File: src/rtl/mem_port_arbiter.sv
// mem_port_arbiter: shares one single-port memory between instruction fetch and the LSU.
// Ports: Clk_Core/Rst_Core_N clock and async active-low reset;
//   If_*  fetch request/grant/response; Lsu_* load/store request/grant/response;
//   Mem_* memory request and response; Bus_Err timeout pulse; Owner 0=IF, 1=LSU.
module mem_port_arbiter #(
    parameter int DWIDTH     = 32,
    parameter int AWIDTH     = 32,
    parameter int STARVE_MAX = 4,
    parameter int TIMEOUT    = 64
) (
    input  logic                Clk_Core,
    input  logic                Rst_Core_N,
    input  logic                If_Req,
    input  logic [AWIDTH-1:0]   If_Addr,
    output logic                If_Gnt,
    output logic                If_Rvalid,
    output logic [DWIDTH-1:0]   If_Rdata,
    input  logic                Lsu_Req,
    input  logic                Lsu_We,
    input  logic [DWIDTH/8-1:0] Lsu_Be,
    input  logic [AWIDTH-1:0]   Lsu_Addr,
    input  logic [DWIDTH-1:0]   Lsu_Wdata,
    output logic                Lsu_Gnt,
    output logic                Lsu_Rvalid,
    output logic [DWIDTH-1:0]   Lsu_Rdata,
    output logic                Mem_Req,
    output logic                Mem_We,
    output logic [DWIDTH/8-1:0] Mem_Be,
    output logic [AWIDTH-1:0]   Mem_Addr,
    output logic [DWIDTH-1:0]   Mem_Wdata,
    input  logic                Mem_Gnt,
    input  logic                Mem_Rvalid,
    input  logic [DWIDTH-1:0]   Mem_Rdata,
    output logic                Bus_Err,
    output logic                Owner
);
    typedef enum logic [1:0] {IDLE, ISSUE, WAIT} state_t;
    state_t state, state_nx;
    logic [3:0] starve_cnt;
    logic [7:0] tmo_cnt;
    logic we_q, lsu_win, if_win, rsp, tmo;
    logic [DWIDTH/8-1:0] be_q;
    logic [AWIDTH-1:0] addr_q;
    logic [DWIDTH-1:0] wdata_q;

    always_ff @(posedge Clk_Core or negedge Rst_Core_N)
        if (!Rst_Core_N) state <= IDLE;
        else state <= state_nx;

    always_comb begin
        state_nx = state;
        If_Gnt = 1'b0;
        Lsu_Gnt = 1'b0;
        Mem_Req = 1'b0;
        Bus_Err = 1'b0;
        rsp = 1'b0;
        // IF overrides the LSU only once it has been passed over STARVE_MAX times in a row
        lsu_win = Lsu_Req && !(If_Req && starve_cnt == 4'(STARVE_MAX));
        if_win = If_Req && !lsu_win;
        tmo = tmo_cnt == 8'(TIMEOUT);
        case (state)
            IDLE: begin
                If_Gnt = if_win && Rst_Core_N;
                Lsu_Gnt = lsu_win && Rst_Core_N;
                if (if_win || lsu_win) state_nx = ISSUE;
            end
            ISSUE: begin
                Mem_Req = 1'b1;
                if (Mem_Gnt) state_nx = WAIT;
            end
            WAIT: begin
                rsp = Mem_Rvalid || tmo;
                Bus_Err = tmo && !Mem_Rvalid;
                if (rsp) state_nx = IDLE;
            end
            default: state_nx = IDLE;
        endcase
    end

    always_ff @(posedge Clk_Core or negedge Rst_Core_N)
        if (!Rst_Core_N) begin
            Owner <= 1'b0;
            we_q <= 1'b0;
            be_q <= '0;
            addr_q <= '0;
            wdata_q <= '0;
            starve_cnt <= '0;
            tmo_cnt <= '0;
        end else begin
            if (If_Gnt || Lsu_Gnt) begin
                Owner <= Lsu_Gnt;
                we_q <= Lsu_Gnt && Lsu_We;
                be_q <= Lsu_Gnt ? Lsu_Be : '1;
                addr_q <= Lsu_Gnt ? Lsu_Addr : If_Addr;
                wdata_q <= Lsu_Gnt ? Lsu_Wdata : '0;
                starve_cnt <= (Lsu_Gnt && If_Req) ? starve_cnt + 4'd1 : '0;
            end
            // Zero outside WAIT, so it starts from 0 on every WAIT entry
            tmo_cnt <= (state == WAIT) ? tmo_cnt + 8'd1 : '0;
        end

    assign Mem_We = we_q;
    assign Mem_Be = be_q;
    assign Mem_Addr = addr_q;
    assign Mem_Wdata = wdata_q;
    assign If_Rvalid = rsp && !Owner;
    assign Lsu_Rvalid = rsp && Owner;
    // A timeout response carries zero data
    assign If_Rdata = (If_Rvalid && Mem_Rvalid) ? Mem_Rdata : '0;
    assign Lsu_Rdata = (Lsu_Rvalid && Mem_Rvalid) ? Mem_Rdata : '0;
endmodule

File: config.mk
export PLATFORM = sky130hd
export DESIGN_NAME = mem_port_arbiter
export DESIGN_NICKNAME = d
export VERILOG_FILES = /design/src/rtl/mem_port_arbiter.sv
export SDC_FILE = /design/constraint.sdc
export NUM_CORES = 1
export LEC_CHECK = 0
export ABC_CLOCK_PERIOD_IN_PS = 2900
export CELL_PAD_IN_SITES_DETAIL_PLACEMENT = 1
export CELL_PAD_IN_SITES_GLOBAL_PLACEMENT = 2
export CORE_UTILIZATION = 21
export DETAILED_ROUTE_END_ITERATION = 12
export GPL_TIMING_DRIVEN = 0
export PLACE_DENSITY = 0.83
export SLEW_MARGIN = 5
export SYNTH_ARGS = -nofsm -noshare
export SYNTH_HDL_FRONTEND = slang
export SYNTH_SLANG_ARGS = --single-unit
File: constraint.sdc
create_clock -name Clk_Core -period 2.9 [get_ports Clk_Core]
set_input_delay 0.725 -clock Clk_Core [delete_from_list [all_inputs] [get_ports Clk_Core]]
set_output_delay 0.725 -clock Clk_Core [all_outputs]
set_load 0.005 [all_outputs]
After elaboration in Yosys (flattened, before gate mapping)
Index checks and enable logic that the tools add are counted.
{ "classes": {"n_eq_ne": 7, "n_reduce_logical": 21, "add_sub_neg": 2, "n_mux": 16} }
{ "op_table": {"columns": ["operator", "count"], "rows": [
  ["32-bit 2-to-1 mux", 4],
  ["1-bit logical AND", 12],
  ["8-bit by 1-bit adder with 8-bit output (second input constant)", 1],
  ["8-bit by 7-bit == test with 1-bit output (second input constant)", 1],
  ["4-bit 2-to-1 mux", 2],
  ["8-bit 2-to-1 mux", 1],
  ["2-bit 2-to-1 mux", 3],
  ["2-bit != test (second input constant)", 3],
  ["2-bit case mux with 3 select lines", 1],
  ["1-bit 2-to-1 mux", 5],
  ["4-bit by 1-bit adder with 4-bit output (second input constant)", 1],
  ["4-bit by 3-bit == test with 1-bit output (second input constant)", 1],
  ["1-bit zero test", 4],
  ["1-bit logical OR", 3],
  ["3-bit AND reduction", 1],
  ["2-bit by 1-bit == test with 1-bit output (second input constant)", 1],
  ["2-bit == test (second input constant)", 1],
  ["2-bit zero test", 1]
]} }
{ "word_totals": {"word_cells": 54, "reg_bits": 84, "input_bits": 139} }

Longest topological paths before layout
Gate-level depths: netlist of run 1.
{ "depth": {"ltp_word": 9, "depth_mapped": 7} }

Least setup slack after synthesis of run 1
No wires, ideal clock.
{ "synth_timing": {"kind": "in2out", "start": "in Lsu_Req", "end": "out If_Gnt", "n_path_buf": 2, "path_slack_ns": 0.616, "stages": 5, "arrival_time_ns": 1.559, "path_cell_list": "buf_2 inv_1 o21ai_1 clkbuf_1 nor2_1"} }
{ "synth_between": {"elab_chain_len": 5} }
{ "synth_lines": {"columns": ["element", "line", "text"], "rows": [
  ["from (decl)", "18", "input logic Lsu_Req,"],
  ["1-bit logical AND", "58", "lsu_win = Lsu_Req && !(If_Req && starve_cnt == 4'(STARVE_MAX));"],
  ["1-bit zero test", "59", "if_win = If_Req && !lsu_win;"],
  ["1-bit logical AND", "59", null],
  ["1-bit logical AND", "63", "If_Gnt = if_win && Rst_Core_N;"],
  ["1-bit 2-to-1 mux", "61", "case (state)"],
  ["to (decl)", "15", "output logic If_Gnt,"]
]} }
Every way passes these cells.

Worst setup path after layout of run 1
{ "layout_timing": {"start": "reg state[0]", "end": "out If_Rdata[21]"} }
{ "layout_between": {"elab_chain_len": 5} }
{ "layout_lines": {"columns": ["element", "line", "text"], "rows": [
  ["from (decl)", "38", "state_t state, state_nx;"],
  ["from (signal assigned)", "48", "else state <= state_nx;"],
  ["2-bit == test", "61", null],
  ["1-bit 2-to-1 mux", "61", null],
  ["1-bit logical AND", "106", "assign If_Rvalid = rsp && !Owner;"],
  ["1-bit logical AND", "109", "assign If_Rdata = (If_Rvalid && Mem_Rvalid) ? Mem_Rdata : '0;"],
  ["32-bit 2-to-1 mux", "109", null],
  ["to (decl)", "17", "output logic [DWIDTH-1:0] If_Rdata,"]
]} }
Every way passes these cells.

==> report_table.html, run 1 <==
<table>
<tr><th>Metric</th><th>Value</th></tr>
<tr><th colspan="2">Outcome</th></tr>
<tr><td>Outcome</td><td>finished clean</td></tr>
<tr><th colspan="2">Floorplan</th></tr>
<tr><td>Count of standard-cell rows</td><td>slightly above 50</td></tr>
<tr><td>Area of the core region</td><td>between 15000 and 20000 sq um</td></tr>
<tr><td>Y dimension of the die</td><td>around 140 microns</td></tr>
<tr><td>DIE AREA</td><td>slightly above 20000 sq um</td></tr>
<tr><td>Die width</td><td>~140 microns</td></tr>
<tr><td>Io pins</td><td>between 200 and 300</td></tr>
<tr><td>Effective utilization at floorplan</td><td>21.5%</td></tr>
<tr><th colspan="2">Worst setup path</th></tr>
<tr><td>Worst EP arrival</td><td>a little over 2 ns</td></tr>
<tr><td>Worst Reg-to-Reg Cells</td><td>7</td></tr>
<tr><td>Worst flop-to-flop path startpoint</td><td>state[0]</td></tr>
<tr><td>Ordered cell list for the critical path</td><td>nand2b_4 -&gt; nor3b_4 -&gt; buf_6 -&gt; clkbuf_8 -&gt; and2_1 -&gt; clkdlybuf4s50_1</td></tr>
<tr><td>Path type of the worst setup path</td><td>flop to output port</td></tr>
<tr><td>FF-to-FF setup slack</td><td>roughly 0.81 ns</td></tr>
<tr><td>Nature of the critical path startpoint</td><td>flop</td></tr>
<tr><td>Required time at the worst-slack endpoint</td><td>about 2.2 ns</td></tr>
<tr><td>Worst stage delay on the critical path</td><td>around 0.51 ns</td></tr>
<tr><td>Endpoint of the most critical register-to-register path</td><td>Mem_Wdata[17]</td></tr>
<tr><td>Critical-path cell with the highest stage delay</td><td>sky130_fd_sc_hd__clkdlybuf4s50_1</td></tr>
<tr><td>Worst setup EP type</td><td>output port</td></tr>
<tr><td>CP Max Fanout</td><td>10</td></tr>
<tr><th colspan="2">Timing</th></tr>
<tr><td>Setup repair after global routing missed its margin</td><td>false</td></tr>
<tr><td>Worst setup skew after layout</td><td>approximately 0.0079 ns</td></tr>
<tr><td>Slew HR</td><td>47.8%</td></tr>
<tr><td>Peak Freq</td><td>359 MHz</td></tr>
<tr><td>Total count of hold-check failures in the final report</td><td>0</td></tr>
<tr><td>Shortest period the worst path allows</td><td>between 2 and 3 ns</td></tr>
<tr><td>Final worst slack</td><td>0.118 ns</td></tr>
<tr><td>Finish-stage setup viols</td><td>0</td></tr>
<tr><td>Transition time of the tightest slew-check pin</td><td>between 0.7 and 0.8 ns</td></tr>
<tr><td>Count of final max-slew check failures</td><td>0</td></tr>
<tr><td>Period utilization</td><td>95.9%</td></tr>
<tr><th colspan="2">Routing</th></tr>
<tr><td>Initial DRC count</td><td>149</td></tr>
<tr><td>Overall via count from detail_route</td><td>around 4.6k</td></tr>
<tr><td>Pre-Repair DR Iteration Count</td><td>4</td></tr>
<tr><td>Routed via count divided by cell count</td><td>about 4.6</td></tr>
<tr><td>Detailed-route wire length</td><td>between 15000 and 20000 microns</td></tr>
<tr><td>DRC violation count after routing</td><td>0</td></tr>
<tr><td>Mean routed wirelength per cell</td><td>roughly 19 microns</td></tr>
<tr><td>Number of nets with antenna violations after routing</td><td>0</td></tr>
<tr><th colspan="2">Clock tree</th></tr>
<tr><td>Bufs on Longest Clock Path</td><td>2</td></tr>
<tr><td>CTS hold repair buffers</td><td>0</td></tr>
<tr><td>Clock latency reported for the late side of the worst-skew pair</td><td>between 0.3 and 0.4 ns</td></tr>
<tr><td>CTS sink cnt</td><td>between 80 and 90</td></tr>
<tr><td>Number of buffers inserted during clock tree synthesis</td><td>9</td></tr>
<tr><td>Total number of H-tree levels</td><td>3</td></tr>
<tr><td>Clock root cell</td><td>sky130_fd_sc_hd__clkbuf_16</td></tr>
<tr><td>Clock Pin Slew Worst Setup and Hold Paths</td><td>~0.060 ns</td></tr>
<tr><td>CTS tree</td><td>done</td></tr>
<tr><th colspan="2">Logic synthesis</th></tr>
<tr><td>Mean Syn Cell Area</td><td>roughly 9.9 sq um</td></tr>
<tr><td>Cell count after synthesis</td><td>421</td></tr>
<tr><td>Post-Syn Nets</td><td>about 560</td></tr>
<tr><td>Post-synthesis sequential area ratio</td><td>between 50 and 60%</td></tr>
<tr><td>#FFs+latches synth</td><td>84</td></tr>
<tr><td>Yosys warns</td><td>0</td></tr>
<tr><td>Number of different library cells in the post-synthesis netlist</td><td>about 40</td></tr>
<tr><td>Post-Syn Area</td><td>approximately 4200 sq um</td></tr>
<tr><th colspan="2">Placed design</th></tr>
<tr><td>Cell count after placement</td><td>around 960</td></tr>
<tr><td>Setup Slack @ Placement</td><td>-1.05 ns</td></tr>
<tr><td>Post-DP HPWL</td><td>14000 microns</td></tr>
<tr><td>Quantity of I/O buffers inserted on ports</td><td>around 280</td></tr>
<tr><td>Routability-driven placement congestion ratio</td><td>around 0.77</td></tr>
<tr><th colspan="2">Global routing</th></tr>
<tr><td>First-pass GRT wire length</td><td>27600 microns</td></tr>
<tr><td>Initial antenna violation count</td><td>0</td></tr>
<tr><td>All-layer global routing usage</td><td>17.8%</td></tr>
<tr><td>Pin count of the biggest net entering global routing</td><td>24</td></tr>
<tr><td>Number of global-route vias before repair</td><td>4891</td></tr>
<tr><td>Sum of overflow across all layers after global routing</td><td>0</td></tr>
<tr><th colspan="2">Final layout</th></tr>
<tr><td>Diodes inserted</td><td>0</td></tr>
<tr><td>Commonest cells after routing, fill and taps aside</td><td>sky130_fd_sc_hd__clkdlybuf4s50_1 (270), sky130_fd_sc_hd__dfrtp_1 (81), sky130_fd_sc_hd__and2_1 (65)</td></tr>
<tr><td>Multi-input combinational cell area</td><td>1860 sq um</td></tr>
<tr><td>Area Growth Syn to Fin</td><td>92.6%</td></tr>
<tr><td>Fraction of layout cells with a size suffix above 1</td><td>10.8%</td></tr>
<tr><td>Filler Cells Inserted</td><td>~2.2k</td></tr>
<tr><td>Area occupied by registers</td><td>~2100 sq um</td></tr>
<tr><td>Final Instance Count excl. Fillers</td><td>between 900 and 1k</td></tr>
<tr><td>Nets@finish</td><td>872</td></tr>
<tr><td>Leading cell type in the layout, fill and taps excluded</td><td>sky130_fd_sc_hd__clkdlybuf4s50_1</td></tr>
<tr><th colspan="2">Pwr</th></tr>
<tr><td>PD cells</td><td>around 760 nW/um^2</td></tr>
<tr><td>VDD IR max</td><td>roughly 0.32 mV</td></tr>
<tr><td>Leakage</td><td>3.38 nW</td></tr>
<tr><th colspan="2">Flow run</th></tr>
<tr><td>Max cap viols</td><td>0</td></tr>
<tr><th colspan="2">Worst hold path</th></tr>
<tr><td>Worst hold path type</td><td>primary input to asynchronous set/reset pin</td></tr>
</table>
-- Yosys cell counts --
| library cell | count | area [sq um] |
|---|---|---|
| sky130_fd_sc_hd__o221ai_1 | 32 | 280 |
| sky130_fd_sc_hd__nor2_1 | 7 | 26.3 |
| sky130_fd_sc_hd__dfrtp_1 | 84 | 2100 |
| sky130_fd_sc_hd__a21oi_1 | 3 | 15.0 |
| sky130_fd_sc_hd__nand2b_1 | 1 | 6.26 |
| sky130_fd_sc_hd__a211oi_1 | 1 | 7.51 |
| sky130_fd_sc_hd__ha_1 | 4 | 50.1 |
| sky130_fd_sc_hd__o21ai_0 | 3 | 15.0 |
| sky130_fd_sc_hd__nand4_1 | 33 | 206 |
| sky130_fd_sc_hd__nor3b_2 | 2 | 25.0 |
| sky130_fd_sc_hd__and2_1 | 65 | 407 |
| sky130_fd_sc_hd__a22o_1 | 34 | 298 |
| sky130_fd_sc_hd__nor2b_1 | 2 | 12.5 |
| sky130_fd_sc_hd__nand4b_1 | 2 | 17.5 |
| sky130_fd_sc_hd__buf_4 | 3 | 22.5 |
| sky130_fd_sc_hd__nand3_1 | 4 | 20.0 |
| sky130_fd_sc_hd__nor2_2 | 1 | 6.26 |
| sky130_fd_sc_hd__a211o_1 | 2 | 17.5 |
| sky130_fd_sc_hd__nor3b_1 | 1 | 7.51 |
| sky130_fd_sc_hd__xnor2_1 | 1 | 8.76 |
| sky130_fd_sc_hd__a21o_1 | 1 | 7.51 |
| sky130_fd_sc_hd__buf_2 | 15 | 75.1 |
| sky130_fd_sc_hd__o21ai_1 | 3 | 15.0 |
| sky130_fd_sc_hd__o22a_1 | 4 | 35.0 |
| sky130_fd_sc_hd__or4_1 | 1 | 7.51 |
| sky130_fd_sc_hd__and3b_1 | 1 | 8.76 |
| sky130_fd_sc_hd__or3_1 | 3 | 18.8 |
| sky130_fd_sc_hd__a311oi_1 | 1 | 8.76 |
| sky130_fd_sc_hd__nand3_2 | 1 | 10.0 |
| sky130_fd_sc_hd__nand2_1 | 37 | 139 |
| sky130_fd_sc_hd__nor4_1 | 1 | 6.26 |
| sky130_fd_sc_hd__nor4b_1 | 3 | 26.3 |
| sky130_fd_sc_hd__xor2_1 | 2 | 17.5 |
| sky130_fd_sc_hd__and3_1 | 1 | 6.26 |
| sky130_fd_sc_hd__inv_1 | 38 | 143 |
| sky130_fd_sc_hd__or3b_4 | 1 | 11.3 |
| sky130_fd_sc_hd__o22ai_1 | 1 | 6.26 |
| sky130_fd_sc_hd__clkbuf_1 | 17 | 63.8 |
| sky130_fd_sc_hd__inv_2 | 1 | 3.75 |
| sky130_fd_sc_hd__nor3_1 | 3 | 15.0 |
| sky130_fd_sc_hd__a31oi_1 | 1 | 6.26 |
-- sequential cells by signal, indices dropped and copies added (netlist names) --
signal and count:
Mem_Be 4, state 2, Owner 1, tmo_cnt 8
Mem_Wdata 32, Mem_Addr 32, Mem_We 1, starve_cnt 4
-- power breakdown --
| part | internal (mW) | switching, mW | leakage (nW) |
|---|---|---|---|
| Sequential | 1.65 | 0.336 | 1.06 |
| Combinational | 1.68 | 1.12 | 2.16 |
| Clock | 0.861 | 0.480 | 0.162 |
-- routing by layer --
| layer | GRT usage [%] | vias up | routed length, microns |
|---|---|---|---|
| li1 | - | 2117 | - |
| met1 | 19.3 | 2232 | 6880 |
| met2 | 33.7 | 191 | 9940 |
| met3 | 5.20 | 15 | 1500 |
| met4 | 3.79 | 0 | 165 |
| met5 | 0 | - | 0 |
-- cell families after synthesis --
group                    count (synthesis)  share of synthesized area, %
AO/OA/AOI/OAI                           86                          17.0
XOR/XNOR                                 3                         0.628
buffers and inverters                   74                          7.36
adder cells (fa/ha/maj)                  4                          1.20
AND/OR/NAND/NOR                        170                          23.5
flip-flops                              84                          50.3
-- worst max-delay path by stage --
stage	startpoint	to	cells past startpoint
after floorplan	Lsu_Req	If_Gnt	5
after global placement	Rst_Core_N	Lsu_Gnt	6
after detailed placement	Rst_Core_N	Lsu_Gnt	7
after CTS	starve_cnt[0]	Lsu_Gnt	6
after global routing	state[0]	If_Rdata[21]	6
final	state[0]	If_Rdata[21]	6
-- critical path, delay by kind of cell (launching register included) --
family | cells | cell delay (ns)
buf+inv | 3 | 0.81
flops | 1 | 0.43
simple gates | 3 | 0.48
-- final cells by class --
class | count | area share, %
plain buffers | 34 | 2.63
clock buffers | 11 | 3.01
clock inverters | 4 | 1.21
inverters | 39 | 1.97
multi-input cells | 263 | 23.1
flip-flops and latches | 84 | 26.1
well taps | 265 | 4.12
repair buffers | 298 | 37.8
-- repair_timing --
action                     4_1_cts  5_1_grt
setup endpoints to repair       68       46
pin swaps                        1        2
setup buffers                    6       10
resized for setup               46       10
cloned                           4        0
-- metrics by stage --
stage	total power, mW	hold slack, ns	utilization [%]	setup TNS, ns	area (sq um)
2_1_floorplan	2.95	0.429	-	0	4180
3_3_place_gp	4.48	0.475	37.4	-412.30	7290
3_5_place_dp	4.60	0.485	37.6	-28.42	7310
4_1_cts	6.11	0.198	40.9	-0.223	7960
5_1_grt	6.50	0.195	41.4	0	8060
6_report	6.14	0.210	41.4	0	8060
No activity file was read; power rests on OpenSTA's default activity.
==> run 2: changes to the inputs <==
--- a/config.mk
+++ b/config.mk
@@ -8,2 +8,3 @@
 export ABC_CLOCK_PERIOD_IN_PS = 2900
+export CAP_MARGIN = 10
 export CELL_PAD_IN_SITES_DETAIL_PLACEMENT = 1
@@ -11,2 +12,3 @@
 export CORE_UTILIZATION = 21
+export CTS_CLUSTER_SIZE = 40
 export DETAILED_ROUTE_END_ITERATION = 12
==> constraint.sdc (replaced) <==
create_clock -name Clk_Core -period 2.9 [get_ports Clk_Core]
set_input_delay 0.29 -clock Clk_Core [delete_from_list [all_inputs] [get_ports Clk_Core]]
set_output_delay 0.29 -clock Clk_Core [all_outputs]
set_load 0.005 [all_outputs]
==> run 2 against run 1 <==
  * Sequential power is essentially flat
  * Global-route usage shrank 0.48 points
  * First-iteration DRC count shrank 10%
  * Critical path type unchanged
  * Largest cell class unchanged
  * Largest power group unchanged
  * Highest routed layer unchanged
==> report_table.html, run 2 (same netlist as run 1, synthesis figures left out) <==
<table>
<tr><th>Metric</th><th>Value</th></tr>
<tr><th colspan="2">Floorplan</th></tr>
<tr><td>Die width</td><td>roughly 140 microns</td></tr>
<tr><td>Io pins</td><td>around 280</td></tr>
<tr><td>Area of the core region</td><td>between 15000 and 20000 sq um</td></tr>
<tr><td>Effective utilization at floorplan</td><td>a little over a fifth</td></tr>
<tr><td>DIE AREA</td><td>between 20000 and 25000 sq um</td></tr>
<tr><td>Count of standard-cell rows</td><td>between 50 and 60</td></tr>
<tr><td>Y dimension of the die</td><td>between 100 and 150 microns</td></tr>
<tr><th colspan="2">Routing</th></tr>
<tr><td>Detailed-route wire length</td><td>~18000 microns</td></tr>
<tr><td>Mean routed wirelength per cell</td><td>about 18 microns</td></tr>
<tr><td>Pre-Repair DR Iteration Count</td><td>4</td></tr>
<tr><td>Number of nets with antenna violations after routing</td><td>0</td></tr>
<tr><td>Routed via count divided by cell count</td><td>between 4 and 5</td></tr>
<tr><td>Initial DRC count</td><td>134</td></tr>
<tr><td>DRC violation count after routing</td><td>0</td></tr>
<tr><td>Overall via count from detail_route</td><td>roughly 4.5k</td></tr>
<tr><th colspan="2">Worst setup path</th></tr>
<tr><td>CP Max Fanout</td><td>10</td></tr>
<tr><td>Worst EP arrival</td><td>2.40 ns</td></tr>
<tr><td>Path type of the worst setup path</td><td>flop to output port</td></tr>
<tr><td>Required time at the worst-slack endpoint</td><td>around 2.6 ns</td></tr>
<tr><td>Nature of the critical path startpoint</td><td>flop</td></tr>
<tr><td>Worst setup EP type</td><td>output port</td></tr>
<tr><th colspan="2">Pwr</th></tr>
<tr><td>VDD IR max</td><td>approximately 0.32 mV</td></tr>
<tr><td>Leakage</td><td>around 3.2 nW</td></tr>
<tr><td>PD cells</td><td>765 nW/um^2</td></tr>
<tr><th colspan="2">Placed design</th></tr>
<tr><td>Routability-driven placement congestion ratio</td><td>0.766</td></tr>
<tr><td>Quantity of I/O buffers inserted on ports</td><td>roughly 280</td></tr>
<tr><td>Post-DP HPWL</td><td>14000 microns</td></tr>
<tr><td>Setup Slack @ Placement</td><td>-0.179 ns</td></tr>
<tr><th colspan="2">Clock tree</th></tr>
<tr><td>Number of buffers inserted during clock tree synthesis</td><td>9</td></tr>
<tr><td>Clock root cell</td><td>sky130_fd_sc_hd__clkbuf_16</td></tr>
<tr><td>Bufs on Longest Clock Path</td><td>2</td></tr>
<tr><td>Clock latency reported for the late side of the worst-skew pair</td><td>between 0.3 and 0.4 ns</td></tr>
<tr><td>Clock Pin Slew Worst Setup and Hold Paths</td><td>around 0.060 ns</td></tr>
<tr><td>CTS sink cnt</td><td>84</td></tr>
<tr><td>CTS tree</td><td>done</td></tr>
<tr><td>Total number of H-tree levels</td><td>3</td></tr>
<tr><th colspan="2">Timing</th></tr>
<tr><td>Count of final max-slew check failures</td><td>0</td></tr>
<tr><td>Slew HR</td><td>around 53%</td></tr>
<tr><td>Total count of hold-check failures in the final report</td><td>0</td></tr>
<tr><td>Shortest period the worst path allows</td><td>between 2 and 3 ns</td></tr>
<tr><td>Finish-stage setup viols</td><td>0</td></tr>
<tr><td>Setup repair after global routing missed its margin</td><td>false</td></tr>
<tr><td>Worst Hold Margin</td><td>~0.015 ns</td></tr>
<tr><td>Worst setup skew after layout</td><td>between 0.007 and 0.008 ns</td></tr>
<tr><td>Transition time of the tightest slew-check pin</td><td>a little under 0.7 ns</td></tr>
<tr><td>Peak Freq</td><td>~370 MHz</td></tr>
<tr><td>Final worst slack</td><td>~0.21 ns</td></tr>
<tr><td>Period utilization</td><td>between 90% and 100%</td></tr>
<tr><th colspan="2">Global routing</th></tr>
<tr><td>Initial antenna violation count</td><td>0</td></tr>
<tr><td>First-pass GRT wire length</td><td>approximately 27000 microns</td></tr>
<tr><td>Pin count of the biggest net entering global routing</td><td>between 40 and 50</td></tr>
<tr><td>All-layer global routing usage</td><td>17.3%</td></tr>
<tr><td>Number of global-route vias before repair</td><td>4831</td></tr>
<tr><td>Sum of overflow across all layers after global routing</td><td>0</td></tr>
<tr><th colspan="2">Final layout</th></tr>
<tr><td>Area occupied by registers</td><td>around 2100 sq um</td></tr>
<tr><td>Nets@finish</td><td>858</td></tr>
<tr><td>Leading cell type in the layout, fill and taps excluded</td><td>sky130_fd_sc_hd__clkdlybuf4s50_1</td></tr>
<tr><td>Filler Cells Inserted</td><td>about 2.2k</td></tr>
<tr><td>Multi-input combinational cell area</td><td>between 1500 and 2000 sq um</td></tr>
<tr><td>Area Growth Syn to Fin</td><td>85.5%</td></tr>
<tr><td>Fraction of layout cells with a size suffix above 1</td><td>between 6 and 7%</td></tr>
<tr><td>Diodes inserted</td><td>0</td></tr>
<tr><td>Commonest cells after routing, fill and taps aside</td><td>sky130_fd_sc_hd__clkdlybuf4s50_1 (276), sky130_fd_sc_hd__dfrtp_1 (84), sky130_fd_sc_hd__and2_1 (65)</td></tr>
<tr><th colspan="2">Worst hold path</th></tr>
<tr><td>Worst hold path type</td><td>primary input to asynchronous set/reset pin</td></tr>
<tr><th colspan="2">Outcome</th></tr>
<tr><td>Outcome</td><td>finished clean</td></tr>
<tr><th colspan="2">Flow run</th></tr>
<tr><td>Max cap viols</td><td>0</td></tr>
</table>
[run 2: cell types whose count changed in the layout (fill, tap and decap cells not counted), sizes merged]
cell           previous run  this run
dlymetal6s2s              3         0
buf                      36        24
clkdlybuf4s50           270       276
clkbuf                   29        28
clkinv                    1         0
inv                      38        39
bufbuf                    3         0
dlygate4sd2               2         0
dlygate4sd3               0         1
[run 2: layout make-up]
class / count / share of cell area [%]
Timing Repair Buffer: 283 / 37.2
Buffer: 35 / 2.13
Clock buffer: 11 / 3.13
Inverter: 39 / 1.89
Sequential cell: 84 / 27.1
Tap cell: 265 / 4.28
Multi-Input combinational cell: 263 / 23.0
Clock inverter: 4 / 1.26
[run 2: timing repair]
item / in CTS / in global routing
hold buffers: 4 / 0
setup endpoints to repair: 2 / 2
buffers inserted: 0 / 1
resized for setup: 4 / 1
hold endpoints to repair: 40 / 0
[run 2: layer usage]
metal / share of wire, % / global-route usage [%] / up-vias
met4: 1.3 / 4.24 / 0
met3: 7.7 / 5.10 / 18
met1: 38 / 18.8 / 2189
li1: - / - / 2086
met2: 53 / 32.5 / 178
met5: 0 / 0 / -
[run 2: final timing paths]
path,from,end,slack [ns],depth (start not counted)
max,state[0],If_Rdata[7],0.21,5
min,Rst_Core_N,Mem_Addr[26],0.02,3
max reg2reg,state[0],Mem_Wdata[17],1.02,4
min reg2reg,tmo_cnt[0],tmo_cnt[0],0.50,1
max in group asynchronous,Rst_Core_N,Mem_Wdata[20],2.10,4
min in group Clk_Core,If_Req,starve_cnt[1],0.31,3
[run 2: where the power goes]
group	internal [mW]	leakage [nW]	switching [mW]
combinational	1.55	1.94	1.05
clock	0.861	0.162	0.479
sequential	1.65	1.06	0.344
[run 2: through the flow]
stage | total power [mW] | instances | cell area [sq um] | utilization [%] | TNS, ns
finish | 5.94 | 984 | 7750 | 39.8 | 0
global route | 6.30 | 984 | 7750 | 39.8 | 0
CTS | 6.00 | 983 | 7740 | 39.8 | 0
detailed placement | 4.60 | 964 | 7310 | 37.6 | -0.179
global placement | 4.48 | 963 | 7290 | 37.4 | -318.79
floorplan | 2.95 | 421 | 4180 | - | 0
[run 2: worst max-delay path, stage by stage (launching register included)]
cell                              delay, ns
sky130_fd_sc_hd__dfrtp_1               0.45
sky130_fd_sc_hd__nand2b_1              0.21
sky130_fd_sc_hd__nor3b_2               0.33
sky130_fd_sc_hd__clkbuf_1              0.33
sky130_fd_sc_hd__and2_1                0.22
sky130_fd_sc_hd__clkdlybuf4s50_1       0.52
